## src/rtl/tm_display_pkg.sv

```systemverilog
// Shared definitions for the Turing-machine display driver: digit index type,
// active-low seven-segment glyphs and the tape population-count helper.
package tm_display_pkg;

  typedef logic [1:0] digit_idx_t;

  localparam digit_idx_t DIGIT_LAST = 2'd3;

  // Segment order is {g,f,e,d,c,b,a}; a 0 lights the segment.
  localparam logic [6:0] SEG_BLANK = 7'h7F;
  localparam logic [6:0] SEG_D     = 7'b0100001;

  localparam logic [6:0] HEX_GLYPH [16] = '{
    7'b1000000, // 0
    7'b1111001, // 1
    7'b0100100, // 2
    7'b0110000, // 3
    7'b0011001, // 4
    7'b0010010, // 5
    7'b0000010, // 6
    7'b1111000, // 7
    7'b0000000, // 8
    7'b0010000, // 9
    7'b0001000, // A
    7'b0000011, // b
    7'b1000110, // C
    7'b0100001, // d
    7'b0000110, // E
    7'b0001110  // F
  };

  // Number of set cells in the 11-cell tape window; 11 fits in 4 bits.
  function automatic logic [3:0] popcount11(input logic [10:0] bits);
    logic [3:0] sum;
    sum = 4'd0;
    for (int i = 0; i < 11; i++) begin
      sum = sum + {3'b000, bits[i]};
    end
    return sum;
  endfunction

endpackage

```

## src/rtl/hex_to_sevenseg.sv

```systemverilog
// Combinational hex digit to active-low seven-segment decoder with blanking.
module hex_to_sevenseg
  import tm_display_pkg::*;
(
  input  logic [3:0] code,
  input  logic       blank,
  output logic [6:0] seg
);

  // Look up the glyph, or turn every segment off when blanked
  always_comb begin
    seg = SEG_BLANK;
    if (blank) begin
      seg = SEG_BLANK;
    end else begin
      seg = HEX_GLYPH[code];
    end
  end

endmodule

```

## src/rtl/tm_display_driver.sv

```systemverilog
// Multiplexed 4-digit display and tape-LED driver for the Turing-machine core.
// Digit 0: controller state, digit 1: 'd' when done, digits 2/3: decimal count
// of set tape cells. Inputs are sampled once per full scan so that every digit
// of a scan belongs to the same sample; the head LED blinks while running.
module tm_display_driver
  import tm_display_pkg::*;
#(
  parameter int REFRESH_DIV = 4,
  parameter int BLINK_DIV   = 8
) (
  input  logic        clock,
  input  logic        reset,
  input  logic [10:0] display_out,
  input  logic [3:0]  state,
  input  logic        Compute_done,
  output logic [6:0]  seg,
  output logic [3:0]  an,
  output logic [10:0] led
);

  localparam int RW = $clog2(REFRESH_DIV);
  localparam int BW = $clog2(BLINK_DIV);
  localparam logic [RW-1:0] REFRESH_LAST = RW'(REFRESH_DIV - 1);
  localparam logic [BW-1:0] BLINK_LAST   = BW'(BLINK_DIV - 1);

  logic [RW-1:0] refresh_cnt_r;
  digit_idx_t    digit_idx_r;
  logic [BW-1:0] blink_cnt_r;
  logic          blink_r;
  logic [10:0]   snap_do_r;
  logic [3:0]    snap_state_r;
  logic          snap_done_r;

  logic          refresh_tc_s;
  logic [3:0]    pop_s;
  logic          tens_s;
  logic [3:0]    ones_s;
  logic [3:0]    code_s;
  logic          blank_s;
  logic [3:0]    an_s;
  logic [6:0]    seg_s;
  logic [10:0]   led_s;

  assign refresh_tc_s = (refresh_cnt_r == REFRESH_LAST);

  // Refresh divider, digit scan, blink divider and once-per-scan input snapshot
  always_ff @(posedge clock) begin
    if (reset) begin
      refresh_cnt_r <= '0;
      digit_idx_r   <= 2'd0;
      blink_cnt_r   <= '0;
      blink_r       <= 1'b0;
      snap_do_r     <= 11'd0;
      snap_state_r  <= 4'd0;
      snap_done_r   <= 1'b0;
    end else if (refresh_tc_s) begin
      refresh_cnt_r <= '0;
      digit_idx_r   <= digit_idx_r + 2'd1;
      if (blink_cnt_r == BLINK_LAST) begin
        blink_cnt_r <= '0;
        blink_r     <= ~blink_r;
      end else begin
        blink_cnt_r <= blink_cnt_r + BW'(1);
      end
      if (digit_idx_r == DIGIT_LAST) begin
        snap_do_r    <= display_out;
        snap_state_r <= state;
        snap_done_r  <= Compute_done;
      end
    end else begin
      refresh_cnt_r <= refresh_cnt_r + RW'(1);
    end
  end

  // Pick the code, blanking and anode for the current digit; build the LED image
  always_comb begin
    pop_s   = popcount11(snap_do_r);
    tens_s  = (pop_s >= 4'd10);
    ones_s  = tens_s ? (pop_s - 4'd10) : pop_s;
    code_s  = 4'h0;
    blank_s = 1'b1;
    an_s    = 4'b1111;
    case (digit_idx_r)
      2'd0: begin
        code_s  = snap_state_r;
        blank_s = 1'b0;
        an_s    = 4'b1110;
      end
      2'd1: begin
        code_s  = 4'hD;
        blank_s = ~snap_done_r;
        an_s    = 4'b1101;
      end
      2'd2: begin
        code_s  = ones_s;
        blank_s = 1'b0;
        an_s    = 4'b1011;
      end
      2'd3: begin
        code_s  = {3'b000, tens_s};
        blank_s = ~tens_s;
        an_s    = 4'b0111;
      end
      default: begin
        code_s  = 4'h0;
        blank_s = 1'b1;
        an_s    = 4'b1111;
      end
    endcase
    led_s    = snap_do_r;
    led_s[5] = snap_do_r[5] ^ (blink_r & ~snap_done_r);
  end

  hex_to_sevenseg u_decode (
    .code  (code_s),
    .blank (blank_s),
    .seg   (seg_s)
  );

  // Registered outputs, forced dark while in reset
  always_ff @(posedge clock) begin
    if (reset) begin
      an  <= 4'b1111;
      seg <= SEG_BLANK;
      led <= 11'd0;
    end else begin
      an  <= an_s;
      seg <= seg_s;
      led <= led_s;
    end
  end

endmodule

```

## config.mk

```make
export PLATFORM = sky130hd
export DESIGN_NAME = tm_display_driver
export DESIGN_NICKNAME = d
export VERILOG_FILES = /design/src/rtl/tm_display_pkg.sv /design/src/rtl/hex_to_sevenseg.sv /design/src/rtl/tm_display_driver.sv
export SDC_FILE = /design/constraint.sdc
export NUM_CORES = 1
export LEC_CHECK = 0
export ABC_CLOCK_PERIOD_IN_PS = 6500
export CAP_MARGIN = 5
export CORE_UTILIZATION = 30
export DETAILED_ROUTE_END_ITERATION = 10
export DONT_BUFFER_PORTS = 1
export MAX_ROUTING_LAYER = met4
export PLACE_DENSITY = 0.55
export SLEW_MARGIN = 20
export SYNTH_ARGS = -nofsm -noshare
export SYNTH_HDL_FRONTEND = slang
export SYNTH_SLANG_ARGS = --single-unit
```

## constraint.sdc

```tcl
create_clock -name clock -period 6.5 [get_ports clock]
set_input_delay 0.975 -clock clock [delete_from_list [all_inputs] [get_ports clock]]
set_output_delay 0.975 -clock clock [all_outputs]
set_load 0.01 [all_outputs]
```

==> results.cfg, run 1 <==
[sta]
rsz0062_at_grt = false
max_slew.worst_pin.slew_ps = 660
min_period_ps = 4500
hold_viol_final = 0
timing.final.ws_setup_ps = 2000
setup_viol = 0
maxSlewHeadroom_pct = 56.0
min_period_over_period_pct = 69.3
setup_tns_ps = 0
finalMaxSlewViolations = 0
clock_skew_ps = 5.29
clock.fmax_mhz = 222

[routing]
drtIter0Drc = 120
num_vias = 1447
drt-pass1-iter-count = 4
wl_per_cell_um = 12.6
drt-total-wl_um = 4080
drcViolationCount = 0
antenna_left = 0
viasPerCell = 4.47

[critical_path]
arrival_ps = 4670
startpoint_type = flip-flop
cpMaxStageDelayCell = fa_1
critPathMaxFanout = 6
crit_chain = fa_1 > inv_1 > fa_1 > fa_1 > fa_1 > fa_1 > nand2_1 > mux2_1 > o21ai_1 > inv_1 > ha_1 > nor3_1 > o31ai_2
ff2ff_path_depth = 13
endpoint_kind = flip-flop
rrSetupSlack_ps = 2000
path_common_cell = fa_1
max_stage_delay_ps = 570
path_depth = 13
cp_data_required_time_ps = 6670
worst-path-buf-inv = 2
worstSetupPathType = reg -> reg
crit_family = adder cells

[yosys]
syn_avg_cell_area_um2 = 9.32
netlist_instances = 231
synth.distinct_cells = 36
synth_flop_cell = dfxtp_1
ys_seq_area_share_pct = 42.8
synth_fp_nets = 273
synth_edf_count = 0
ys_async_sr_fraction_pct = 0
syn_area_um2 = 2150
yosysWarnings = 0
ys_ff_latch = 46

[clocking]
cts_resized = 0
htreeDepth = 2
cts_buffers = 5
clk_pin_slew_worst_paths_ps = 80
cts_tree = yes
clkSinkCount = 46
clkLatencyLatePin_ps = 300
cts_max_path_buffers = 2
root_buffer = clkbuf_8
cts_setup_buffers = 0
cts_hold_buf = 0

[min_path]
worstHoldPathCells = 1
hold_class = reg -> reg

[die]
rows = 30
die_h_um = 86.7
io_pins = 40
die_area_um2 = 7520
start_util_pct = 31.3
core-area_um2 = 6870
die_w_um = 86.7

[grt]
grt_pass1_vias = 1423
grt_usage_pct = 12.3
grt_overflow = 0
grt_max_degree = 41
grt_first_pass_wirelength_um = 6810
antenna_found_initial = 0

[pwr]
power_mw = 0.528
switching_share_pct = 21.8
switchingPower_mw = 0.115
power_density_nw_per_um2 = 227
p_leak_nw = 0.828
peakVddDrop_v = 0.0000995
internal_power_mw = 0.413
pwr-share-comb_pct = 4.5
p_clk_share_pct = 39.6
p_seq_share_pct = 56.0

[run_status]
outcome = finished clean

[finish]
drive_gt1_share_pct = 6.14
num_antenna_cells = 0
post-route-cell-area_um2 = 2330
final_core_util_pct = 33.9
nets = 269
synthToLayoutAreaGrowth_pct = 8.25

[placed_design]
gp_congestion = 0.801
io_buffers = 0
dp_hpwl_um = 2850
preCtsSetupSlack_ps = 2030
dpl-instance-area_um2 = 2220

[run]
drv_cap = 0
## logic make-up (layout without fill, tap and decap cells)
group                    after synthesis  in the layout  synth area share [%]
buffers and inverters                 25             22                  4.82
XOR/XNOR                               4              4                  1.63
AND/OR/NAND/NOR                       86             86                  18.2
AO/OA/AOI/OAI                         38             38                  12.4
multiplexers                           8              8                  3.78
flip-flops                            46             46                  42.8
adder cells (fa/ha/maj)               24             24                  16.4
## sequential cells by signal (all words and copies together), names as in the netlist
name,flops
an,4
blink_cnt_r,3
blink_r,1
digit_idx_r,2
led,11
refresh_cnt_r,2
seg,7
snap_do_r,11
snap_done_r,1
snap_state_r,4
## routing by layer
layer  track usage, %  vias to the layer above  wire length, um  part of all wire [%]
met5                -                        -                0                     0
met4             5.45                        0               72                   1.8
met3             3.81                        5              224                   5.5
met2             17.5                       38             1760                    43
met1             15.8                      660             2020                    50
li1                 -                      744                -                     -
## cells in the final DEF (no fill, tap or decap)
cell	n
o31a_1	1
nand3_1	3
nor3b_1	1
o211ai_1	5
nor2b_1	10
ha_1	17
a21oi_1	20
inv_1	14
xor2_1	2
o21ai_1	3
nand2b_1	6
o31ai_2	1
nand3b_1	1
o311ai_1	1
dfxtp_1	46
o31ai_4	1
o221ai_1	1
nand2b_2	1
and2_1	1
nor2_1	16
o2111ai_1	1
nor2_2	1
bufinv_16	1
or3_1	1
nor3_1	5
mux2i_1	7
o211ai_2	1
clkinv_2	2
nand2_1	40
mux2_1	1
o21a_1	1
a221oi_2	1
a221o_1	1
clkbuf_8	5
fa_1	7
xnor2_1	2
## final timing paths
path,endpoint,startpoint
max,seg[0],snap_do_r[0]
min,refresh_cnt_r[0],refresh_cnt_r[0]
min reg2reg,refresh_cnt_r[0],refresh_cnt_r[0]
max reg2reg,seg[0],snap_do_r[0]
## power groups by stage
stage | Clock (mW) | Sequential (mW) | Combinational (mW)
floorplan | 0 | 0.302 | 0.0226
finish | 0.209 | 0.296 | 0.0235
global placement | 0 | 0.303 | 0.0233
global route | 0.230 | 0.297 | 0.0272
CTS | 0.217 | 0.296 | 0.0237
detailed placement | 0 | 0.303 | 0.0237
## worst register-to-register path, stage by stage (launching register included)
cell,delay [ps]
dfxtp_1,340
fa_1,530
inv_1,50
fa_1,510
fa_1,420
fa_1,410
fa_1,570
nand2_1,60
mux2_1,290
o21ai_1,380
inv_1,170
ha_1,290
nor3_1,250
o31ai_2,70
## synthesized netlist by cell type, drive strengths merged, types with 2 or more instances
cell type	n	area share [%]
ha	17	9.9
fa	7	6.5
dfxtp	46	43
a21oi	20	4.6
nor2b	10	2.9
mux2i	7	3.3
buf	3	0.99
clkbuf	8	1.4
nand2b	7	2.2
o211ai	6	2.3
o21ai	3	0.70
nor2	17	3.1
xnor2	2	0.81
nand2	40	7.0
nand3	3	0.70
nor3	5	1.2
o31ai	2	1.6
inv	14	2.4
xor2	2	0.81
## final cells by class
cell class	instances	area, um2
inverter	14	52.6
tap	96	120
clock inverter	3	40.0
clock buffer	5	68.8
sequential	46	921
fill	721	4540
multi-input combinational	160	1130
## stage by stage
stage | instances | hold WS [ps]
finish | 324 | 424
global route | 324 | 445
CTS | 324 | 428
detailed placement | 316 | 416
global placement | 316 | 409
floorplan | 231 | 404
Power figures use the tool's default switching activity.
==> run 2: changes to the inputs <==
--- a/config.mk
+++ b/config.mk
@@ -5,13 +5,13 @@
 export SDC_FILE = /design/constraint.sdc
 export NUM_CORES = 1
 export LEC_CHECK = 0
-export ABC_CLOCK_PERIOD_IN_PS = 6500
+export ABC_CLOCK_PERIOD_IN_PS = 3700
 export CAP_MARGIN = 5
 export CORE_UTILIZATION = 30
 export DETAILED_ROUTE_END_ITERATION = 10
 export DONT_BUFFER_PORTS = 1
 export MAX_ROUTING_LAYER = met4
-export PLACE_DENSITY = 0.55
+export PLACE_DENSITY = 0.56
 export SLEW_MARGIN = 20
 export SYNTH_ARGS = -nofsm -noshare
 export SYNTH_HDL_FRONTEND = slang
==> constraint.sdc (replaced) <==
create_clock -name clock -period 3.7 [get_ports clock]
set_input_delay 0.555 -clock clock [delete_from_list [all_inputs] [get_ports clock]]
set_output_delay 0.555 -clock clock [all_outputs]
set_load 0.01 [all_outputs]
==> run 2 against run 1 <==
The run now ends with setup timing left. Largest cell class unchanged. Largest power group unchanged. Cell count rose by 8.3%. Count of clock-buffer cells in the layout did not move. Register-to-register slack got worse by 2400 ps. Utilization rose by 4.9 points. Power rose by 82%.
==> results.cfg, run 2 (synthesis results as in run 1) <==
[clocking]
htreeDepth = 2
cts_tree = yes
clk_pin_slew_worst_paths_ps = 90
cts_max_path_buffers = 2
root_buffer = clkbuf_8
clkLatencyLatePin_ps = 300
cts_buffers = 5
clkSinkCount = 46

[die]
die_w_um = 86.7
die_area_um2 = 7520
core-area_um2 = 6870
rows = 30
die_h_um = 86.7
io_pins = 40
start_util_pct = 31.3

[placed_design]
gp_congestion = 0.780
preCtsSetupSlack_ps = -512
io_buffers = 0
dp_hpwl_um = 3150

[critical_path]
max_stage_delay_ps = 560
cp_data_required_time_ps = 3880
crit_family = adder cells
cpMaxStageDelayCell = fa_2
ff2ff_path_depth = 14
worstSetupPathType = reg -> reg
crit_chain = fa_1 > inv_2 > fa_1 > fa_1 > fa_2 > fa_2 > nand2_1 > mux2_4 > o21ai_4 > inv_4 > ha_4 > nand2_2 > o211ai_1 > o211ai_1
endpoint_kind = flip-flop
r2r_start = snap_do_r[9]
arrival_ps = 4250
worst-path-buf-inv = 2
reg2reg_to = seg[3]
critPathMaxFanout = 4
path_common_cell = fa_1
rrSetupSlack_ps = -370
startpoint_type = flip-flop

[run_status]
violations = setup timing
outcome = complete, but fails checks

[routing]
num_vias = 1596
wl_per_cell_um = 13.3
drt-pass1-iter-count = 4
viasPerCell = 4.55
drt-total-wl_um = 4660
drcViolationCount = 0
antenna_left = 0
drtIter0Drc = 76

[pwr]
power_density_nw_per_um2 = 359
p_leak_nw = 0.989
peakVddDrop_v = 0.000186

[sta]
min_period_ps = 4070
finalMaxSlewViolations = 0
min_period_over_period_pct = 110
hold_ws_ps = 313
hold_viol_final = 0
maxSlewHeadroom_pct = 59.7
clock_skew_ps = 11.2
timing.final.ws_setup_ps = -369
max_slew.worst_pin.slew_ps = 604
clock.fmax_mhz = 246
setup_viol = 7
rsz0062_at_grt = true

[finish]
fill_cells = 710
drive_gt1_share_pct = 24.3
reg_top3 = led (11), snap_do_r (11), seg (7)
final_common_cell = dfxtp_1
num_antenna_cells = 0
regArea_um2 = 925
multi_input_area_um2 = 1250
nets = 296
final_cell_mix = 43 x dfxtp_1, 39 x nand2_1, 23 x buf_4
synthToLayoutAreaGrowth_pct = 24.0

[grt]
grt_usage_pct = 13.3
grt_max_degree = 41
grt_first_pass_wirelength_um = 7490
antenna_found_initial = 0
grt_pass1_vias = 1554
grt_overflow = 0

[min_path]
min_from = reset
worstHoldPathCells = 1
hold_class = in -> reg
min_to = snap_state_r[2]

[run]
drv_cap = 0
run 2: timing repair:
item | 4_1_cts | 5_1_grt
hold buffers | 0 | 0
gates resized for setup | 8 | 13
pin swaps | 15 | 4
setup buffers | 4 | 6
cloned | 1 | 0
setup endpoints to repair | 7 | 7
run 2: per-stage QoR:
| stage | cell area, um2 | setup TNS, ps | instances | utilization, % | total power [mW] |
|---|---|---|---|---|---|
| 3_5_place_dp | 2380 | -3000 | 332 | 34.6 | 0.580 |
| 2_1_floorplan | 2190 | -2140 | 231 | - | 0.571 |
| 4_1_cts | 2570 | -2100 | 345 | 37.4 | 0.965 |
| 6_report | 2670 | -2090 | 351 | 38.9 | 0.959 |
| 5_1_grt | 2670 | -3210 | 351 | 38.9 | 1.00 |
| 3_3_place_gp | 2380 | -2480 | 332 | 34.6 | 0.579 |
run 2: worst max path at each step:
stage / startpoint / endpoint / slack, ps / cells past startpoint
after floorplan: snap_do_r[0] / seg[3] / -380 / 14
after global placement: snap_do_r[0] / seg[3] / -420 / 14
after detailed placement: snap_do_r[0] / seg[3] / -510 / 14
after CTS: snap_do_r[9] / seg[3] / -350 / 14
after global routing: snap_do_r[9] / seg[3] / -520 / 14
final: snap_do_r[9] / seg[3] / -370 / 14
run 2: area by class of cell:
type	count	area share, %
clock buffer	5	2.58
multi-input combinational	161	46.9
sequential	46	34.6
inverter	14	2.06
clock inverter	3	1.64
tap	96	4.50
timing repair buffer	26	7.73
run 2: where the power goes:
group | internal [mW] | switching [mW] | total, mW
Combinational | 0.0299 | 0.0286 | 0.0585
Clock | 0.203 | 0.179 | 0.382
Sequential | 0.509 | 0.0107 | 0.519
run 2: per-layer routing:
metal | track usage [%] | vias up | part of all wire (%)
li1 | - | 809 | -
met1 | 15.9 | 750 | 46
met2 | 21.7 | 33 | 48
met3 | 3.52 | 4 | 4.2
met4 | 4.55 | 0 | 1.2
met5 | - | - | 0
==> run 3: changes to the inputs <==
--- a/config.mk
+++ b/config.mk
@@ -6,12 +6,12 @@
 export NUM_CORES = 1
 export LEC_CHECK = 0
 export ABC_CLOCK_PERIOD_IN_PS = 3700
-export CAP_MARGIN = 5
-export CORE_UTILIZATION = 30
+export CAP_MARGIN = 30
+export CORE_UTILIZATION = 56
 export DETAILED_ROUTE_END_ITERATION = 10
 export DONT_BUFFER_PORTS = 1
 export MAX_ROUTING_LAYER = met4
-export PLACE_DENSITY = 0.56
+export PLACE_DENSITY = 0.85
 export SLEW_MARGIN = 20
 export SYNTH_ARGS = -nofsm -noshare
 export SYNTH_HDL_FRONTEND = slang
==> run 3 against run 2 <==
The flow still finishes with violations (setup timing). Sequential power is essentially flat. Count of clock-buffer cells in the layout up 1. Critical path type unchanged. Sequential share of layout area grew 1.6 points. Final area down 4.5%. Register-to-register slack got worse by 70 ps. Die area is 46% lower. Non-clock buffer count shrank 8. Clock skew is 4.7 ps lower. Largest power group unchanged. Power shrank 0.89%. Highest routed layer unchanged. Critical endpoint is now seg[1]. Via count is 1.1% lower.
==> results.cfg, run 3 (synthesis results as in run 1) <==
[pwr]
peakVddDrop_v = 0.000233
p_clk_share_pct = 39.3
pwr-share-comb_pct = 6.0
switchingPower_mw = 0.198
switching_share_pct = 20.9
p_leak_nw = 0.944
internal_power_mw = 0.752
p_seq_share_pct = 54.7
power_density_nw_per_um2 = 373

[routing]
drt-pass1-iter-count = 4
num_vias = 1578
wl_met1_um = 1820
wl_per_cell_um = 14.5
drtIter0Drc = 71
dr_wl_met3_um = 204
drcViolationCount = 0
drt-total-wl_um = 4250
antenna_left = 0
wl_met2_um = 2100
highest_layer = met4
viasPerCell = 5.37

[die]
io_pins = 40
die_h_um = 64.0
core-area_um2 = 3660
die_w_um = 64.0
start_util_pct = 58.8
rows = 22
die_area_um2 = 4100

[finish]
fill_cells = 268
synthToLayoutAreaGrowth_pct = 18.5
num_antenna_cells = 0
drive_gt1_share_pct = 23.2
post-route-cell-area_um2 = 2550
multi_input_area_um2 = 1260
reg_top3 = led (11), snap_do_r (11), seg (7)
final_cell_mix = 44 x dfxtp_1, 39 x nand2_1, 19 x a21oi_1
regArea_um2 = 923
nets = 288
final_common_cell = dfxtp_1
final_cells = 294

[critical_path]
arrival_ps = 4310
reg2reg_to = seg[1]
startpoint_type = flip-flop
r2r_start = snap_do_r[5]
endpoint_kind = flip-flop
path_common_cell = fa_1
cpMaxStageDelayCell = fa_2
worstSetupPathType = reg -> reg
max_stage_delay_ps = 570
critPathMaxFanout = 5
crit_chain = fa_1 > inv_2 > fa_1 > fa_1 > fa_2 > fa_2 > buf_4 > buf_6 > o211ai_4 > a221o_2 > o21a_1 > o21ai_1 > nand3_1
cp_data_required_time_ps = 3870
rrSetupSlack_ps = -440
ff2ff_path_depth = 13

[min_path]
min_to = led[1]
min_from = reset
worstHoldPathCells = 1
hold_class = in -> reg

[placed_design]
dp_hpwl_um = 2780
dp.cells = 281
io_buffers = 0
gp_congestion = 0.805
dpl-instance-area_um2 = 2300

[grt]
grt_first_pass_wirelength_um = 7130
antenna_found_initial = 0
grt_usage_pct = 23.5
grt_max_degree = 41
grt_overflow = 0
grt_pass1_vias = 1610

[sta]
setup_viol = 7
min_period_ps = 4140
clock.fmax_mhz = 241
maxSlewHeadroom_pct = 61.7
timing.final.ws_setup_ps = -442
hold_viol_final = 0
clock_skew_ps = 6.54
rsz0062_at_grt = true
finalMaxSlewViolations = 0
max_slew.worst_pin.slew_ps = 575
min_period_over_period_pct = 112

[clocking]
clk_pin_slew_worst_paths_ps = 80
cts_buffers = 5
root_buffer = clkbuf_8
clkLatencyLatePin_ps = 300
clkSinkCount = 46
cts_tree = yes
htreeDepth = 2
cts_max_path_buffers = 2

[run]
drv_cap = 0

[run_status]
outcome = complete, but fails checks
violations = setup timing
run 3: cell count changes in the layout (fill, tap and decap cells not counted), sizes merged:
cell | before | now
clkbuf | 5 | 6
clkinv | 1 | 0
buf | 26 | 18
inv | 15 | 14
run 3: power by group through the flow:
| stage | sequential (mW) | combinational (mW) | clock (mW) |
|---|---|---|---|
| finish | 0.520 | 0.0573 | 0.374 |
| CTS | 0.520 | 0.0515 | 0.381 |
| global route | 0.522 | 0.0643 | 0.404 |
| detailed placement | 0.532 | 0.0472 | 0 |
| floorplan | 0.530 | 0.0413 | 0 |
| global placement | 0.531 | 0.0452 | 0 |
run 3: worst max path at each step:
stage | to | slack [ps] | start
after floorplan | seg[3] | -380 | snap_do_r[0]
after global placement | seg[3] | -380 | snap_do_r[0]
after detailed placement | seg[3] | -520 | snap_do_r[0]
after CTS | seg[3] | -360 | snap_do_r[5]
after global routing | seg[1] | -570 | snap_do_r[5]
final | seg[1] | -440 | snap_do_r[5]
run 3: stage by stage:
| stage | hold WS [ps] | TNS [ps] | total power, mW | util [%] | setup WS (ps) |
|---|---|---|---|---|---|
| floorplan | 404 | -2140 | 0.571 | - | -375 |
| global placement | 413 | -2310 | 0.576 | 62.7 | -383 |
| detailed placement | 418 | -3140 | 0.579 | 62.7 | -516 |
| CTS | 305 | -2240 | 0.952 | 67.9 | -360 |
| global route | 300 | -3430 | 0.991 | 69.7 | -570 |
| finish | 319 | -2450 | 0.951 | 69.7 | -442 |
run 3: critical path: cells and delay by family, from the launching register on:
| kind | cells | cell delay (ps) |
|---|---|---|
| buf+inv | 3 | 250 |
| simple gates | 1 | 110 |
| fa+ha+maj | 5 | 2450 |
| compound gates | 4 | 870 |
| flops | 1 | 330 |
run 3: area by class of cell:
cell class / count / share of cell area [%]
multi-input cells: 161 / 49.3
flip-flops and latches: 46 / 36.2
repair buffers: 18 / 5.59
clock buffers: 6 / 3.24
well taps: 48 / 2.35
inverters: 14 / 2.16
clock inverters: 1 / 1.18
run 3: per-layer routing:
layer / global-route usage, % / vias up
met4: 12.2 / 0
met2: 38.8 / 38
met5: - / -
met1: 25.5 / 736
li1: - / 789
met3: 6.96 / 15
run 3: timing repair:
action | in CTS | in global routing
buffers inserted | 4 | 2
setup endpoints to repair | 7 | 7
cloned | 1 | 0
hold buffers | 0 | 0
gates resized for setup | 8 | 14
pin swaps | 8 | 7
